===== src/rtl/bank_arbiter.sv =====
// Round-robin arbiter sharing one registered-read memory bank among NUM_REQ requesters.
// Grants and bank issue are combinational; read data is routed back to the owner one cycle later.
module bank_arbiter #(
  parameter int unsigned NUM_REQ = 4,
  parameter int unsigned ADDR_W  = 8,
  parameter int unsigned DATA_W  = 8,
  parameter int unsigned PTR_W   = 2
) (
  input  logic                        clk,
  input  logic                        reset,
  input  logic [NUM_REQ-1:0]          req_valid,
  input  logic [NUM_REQ-1:0]          req_we,
  input  logic [NUM_REQ*ADDR_W-1:0]   req_addr,
  input  logic [NUM_REQ*DATA_W-1:0]   req_data,
  output logic [NUM_REQ-1:0]          req_ready,
  output logic [NUM_REQ-1:0]          resp_valid,
  output logic [DATA_W-1:0]           resp_data,
  output logic [ADDR_W-1:0]           bank_addr,
  output logic [DATA_W-1:0]           bank_data_in,
  output logic                        bank_read_enable,
  output logic                        bank_write_enable,
  input  logic [DATA_W-1:0]           bank_data_out
);

  logic [PTR_W-1:0]   r_rr_ptr;
  logic [NUM_REQ-1:0] r_resp_owner;

  logic               w_found;
  logic               w_grant;
  logic [PTR_W-1:0]   w_winner;
  logic [NUM_REQ-1:0] w_onehot;
  logic               w_we;
  logic [ADDR_W-1:0]  w_addr;
  logic [DATA_W-1:0]  w_data;

  // Scan from the pointer, wrapping through the power-of-two index space.
  always_comb begin : arb_scan
    logic [PTR_W-1:0] idx;
    w_found  = 1'b0;
    w_winner = '0;
    idx      = '0;
    for (int unsigned k = 0; k < NUM_REQ; k++) begin
      idx = r_rr_ptr + PTR_W'(k);
      if (!w_found && req_valid[idx]) begin
        w_found  = 1'b1;
        w_winner = idx;
      end
    end
  end

  always_comb begin : winner_mux
    w_grant  = w_found & ~reset;
    w_onehot = NUM_REQ'(1) << w_winner;
    w_we     = req_we[w_winner];
    w_addr   = req_addr[w_winner*ADDR_W +: ADDR_W];
    w_data   = req_data[w_winner*DATA_W +: DATA_W];
  end

  always_comb begin : issue_out
    req_ready         = '0;
    bank_addr         = '0;
    bank_data_in      = '0;
    bank_read_enable  = 1'b0;
    bank_write_enable = 1'b0;
    if (w_grant) begin
      req_ready         = w_onehot;
      bank_addr         = w_addr;
      bank_data_in      = w_data;
      bank_read_enable  = ~w_we;
      bank_write_enable = w_we;
    end
  end

  // A pending response is suppressed while reset is held, so a read granted just before reset is dropped.
  always_comb begin : resp_out
    resp_valid = reset ? '0 : r_resp_owner;
    resp_data  = (|resp_valid) ? bank_data_out : '0;
  end

  always_ff @(posedge clk) begin
    if (reset) begin
      r_rr_ptr     <= '0;
      r_resp_owner <= '0;
    end else begin
      if (w_grant) begin
        r_rr_ptr <= w_winner + PTR_W'(1);
      end
      r_resp_owner <= (w_grant && !w_we) ? w_onehot : '0;
    end
  end

endmodule

===== config.mk =====
export PLATFORM = sky130hd
export DESIGN_NAME = bank_arbiter
export DESIGN_NICKNAME = d
export VERILOG_FILES = /design/src/rtl/bank_arbiter.sv
export SDC_FILE = /design/constraint.sdc
export NUM_CORES = 1
export LEC_CHECK = 0
export BUFFER_PORTS_ARGS = -buffer_cell sky130_fd_sc_hd__buf_2
export CORE_MARGIN = 5
export CORE_UTILIZATION = 34
export DETAILED_ROUTE_END_ITERATION = 7
export GPL_ROUTABILITY_DRIVEN = 0
export PLACE_DENSITY = 0.81
export RECOVER_POWER = 25
export REMOVE_ABC_BUFFERS = 1
export SLEW_MARGIN = 10
export SYNTH_ARGS = -nofsm -noshare
export SYNTH_HDL_FRONTEND = slang
export SYNTH_SLANG_ARGS = --single-unit

===== constraint.sdc =====
create_clock -name clk -period 2.1 [get_ports clk]
set_input_delay 0.21 -clock clk [delete_from_list [all_inputs] [get_ports clk]]
set_output_delay 0.21 -clock clk [all_outputs]
set_load 0.1 [all_outputs]

==> summary.md <==
| Metric | Value |
|---|---|
| HP Class | `in -> reg` |
| GRT Util Overall | `0.187` |
| First-pass GRT wire length | `6180 µm` |
| Clk buf depth | `2` |
| FF+latch count, synth | `6` |
| Status | `complete, but fails checks` |
| Die area | `4210 µm²` |
| DRC | `0` |
| Max_slew headroom | `0.675` |
| Largest cells by area after synthesis | `mux2i_1 32%, dfxtp_1 12%, o22ai_1 9.8%` |
| Hold WS | `0.205 ns` |
| Max FO, Critical Path | `15` |
| Layout area overhead | `114%` |
| Min-delay src | `reset` |
| Multi-input gate area | `998 µm²` |
| Die Wd | `64.9 µm` |
| Fmax | `0.469 GHz` |
| Max-cap violations | `0` |
| Final instance area | `2190 µm²` |
| Period utilisation layout | `1.01` |
| Layout cells sized above 1 | `0.717` |
| Total clock buffers created by CTS | `3` |
| TritonCTS Sinks | `6` |
| Reg2reg path depth | `7` |
| Finished Core Util | `0.736` |
| Later-pin clock latency in the skew report | `0.25 ns` |
| Pin count of the biggest net entering global routing | `20` |
| Initial drt markers | `26` |
| Most frequent cell after synthesis | `mux2i_1` |
| Static Leak | `0.00108 µW` |
| Drt first pass iters | `4` |
| P per Cell Area | `958 nW/µm²` |
| Slew of the pin with the lowest slew margin | `0.490 ns` |
| Maximum VDD drop | `557 µV` |
| Antenna violations before repair | `0` |
| Drt total wl | `4660 µm` |
| Syn Area/Cell | `8.75 µm²` |
| Cell variety after synth | `28` |
| # rows | `20` |
| Synth top cells by count | `33 x mux2i_1, 16 x o22ai_1, 12 x nor2b_1, 6 x dfxtp_1` |
| Worst EP arrival | `1.92 ns` |
| Die Y | `64.9 µm` |
| Final Worst Setup Slack | `-0.0302 ns` |
| Async set-or-reset flop fraction in the synthesized netlist | `0` |
| Starting Density | `0.344` |
| Reg2reg start | `r_rr_ptr[0]$_SDFFE_PP0P_` |
| Total chip power | `2100 µW` |
| Mean routed wirelength per cell | `17.3 µm` |
| Vias in the first global route | `1486` |
| Worst Setup End Kind | `primary output` |
| Root buf cell | `clkbuf_4` |
| Ant. Diodes | `0` |
| Worst Hold Depth | `2` |
| # IOs | `116` |
| CTS H-tree depth | `1` |
| Final setup violation count | `4` |
| Sequential fraction of the synthesis area | `0.117` |
| R2R Setup Slk | `0.44 ns` |
| Worst setup path class | `reg -> out` |
| Worst clock skew | `0.0126 ns` |
| DP Area | `1960 µm²` |
| Vias/cell | `5.34` |
| Hold path endpoint | `r_rr_ptr[1]$_SDFFE_PP0P_` |
| Final Critical Period | `2.13 ns` |
| R2R Path End | `r_resp_owner[3]$_SDFF_PP0_` |
| Via count of the routed design | `1442` |
| Main flop type after synthesis | `dfxtp_1` |
| Routed Antenna Nets | `0` |
| Core Area | `2980 µm²` |
| Sequential Area | `128 µm²` |
| Synth top area share | `0.323` |
| Critical Path Source Type | `flip-flop` |
| Total grt overflow | `0` |
| Mapped Area | `1020 µm²` |
| Synth area leader | `mux2i_1` |
| Syn. warnings | `0` |
| IO buf count | `115` |
| CP required | `1.89 ns` |
| Unrepaired setup endpoints after global routing | `yes` |
| Clock slew at reported path FFs | `0.06 ns` |
| Max-slew violations | `0` |
| Final TNS setup | `-0.0642 ns` |
| Final hold vios | `0` |
| HPWL after detailed placement | `3450 µm` |
| Post-synth EDFFs | `0` |
| CTS tree | `yes` |
| Fin nets | `325` |
| Mapped Cells | `117` |
| FILL cells | `208` |
| Violated checks | `negative setup slack` |
[cells by family (layout without fill, tap and decap cells)]
kind of cell / count (synthesis) / count (layout) / share of synthesized area
mux: 33 / 33 / 0.323
buf+inv: 9 / 129 / 0.0709
compound gates: 30 / 30 / 0.211
simple gates: 35 / 35 / 0.229
fa+ha+maj: 4 / 4 / 0.0489
flops: 6 / 6 / 0.117
[critical path, stage by stage, from the launching register on]
cell     delay [ns]
dfxtp_4        0.38
nor2b_4        0.05
o21ba_2        0.23
nor2_4         0.18
buf_12         0.18
mux2i_1        0.32
o22ai_2        0.14
buf_12         0.18
[registers in the layout, indices dropped and copies added (netlist names)]
register	flops
r_resp_owner	4
r_rr_ptr	2
[layout by cell type (no fill, tap or decap), types with 3 or more instances in the layout]
master     n
and3_4     3
clkbuf_4   3
nor2_1     3
and2b_1    4
nor2b_1   10
mux2i_1   23
o21ai_0    3
buf_4      6
a21boi_0   4
o22ai_2   14
dfxtp_1    4
buf_12    24
nand3_1    3
buf_2     93
ha_1       4
mux2i_2   10
[stage by stage]
stage / std cells / setup slack (ns)
after floorplan: 111 / -1.62
final: 270 / -0.0302
after CTS: 269 / 0.0163
after global routing: 270 / -0.0940
after detailed placement: 266 / 0.114
after global placement: 266 / 0.162
[final cells by class]
type                    instances  area share
multi-input cells             102       0.455
repair buffers                123       0.452
flip-flops and latches          6      0.0582
inverters                       3     0.00514
well taps                      33      0.0188
clock buffers                   3      0.0103
[what timing repair did]
item | 4_1_cts | 5_1_grt
buffers inserted | 0 | 1
setup endpoints to repair | 21 | 20
resized for setup | 18 | 29
pin swaps | 1 | 2
hold buffers | 0 | 0
[power by group]
group | switching, µW | total (µW) | internal (µW)
registers | 15.4 | 150 | 135
clock network | 47.3 | 112 | 65.0
logic | 1160 | 1840 | 673
[worst max-delay path by stage]
stage                     depth (start not counted)  slack, ns                       start               to
after floorplan                                   3      -1.62  r_resp_owner[0]$_SDFF_PP0_     resp_data[1]
after global placement                            8       0.16                req_valid[1]     bank_addr[6]
after detailed placement                          8       0.11                req_valid[1]     bank_addr[6]
after CTS                                         7       0.02    r_rr_ptr[1]$_SDFFE_PP0P_     bank_addr[5]
after global routing                              7      -0.09    r_rr_ptr[0]$_SDFFE_PP0P_  bank_data_in[0]
final                                             7      -0.03    r_rr_ptr[0]$_SDFFE_PP0P_  bank_data_in[0]
[layer usage]
metal / GRT usage / vias to the layer above / share of wire
li1: - / 685 / -
met1: 0.174 / 649 / 0.32
met2: 0.360 / 96 / 0.54
met3: 0.0728 / 12 / 0.11
met4: 0.0739 / 0 / 0.023
met5: 0 / - / 0
No activity file was read; power rests on OpenSTA's default activity.
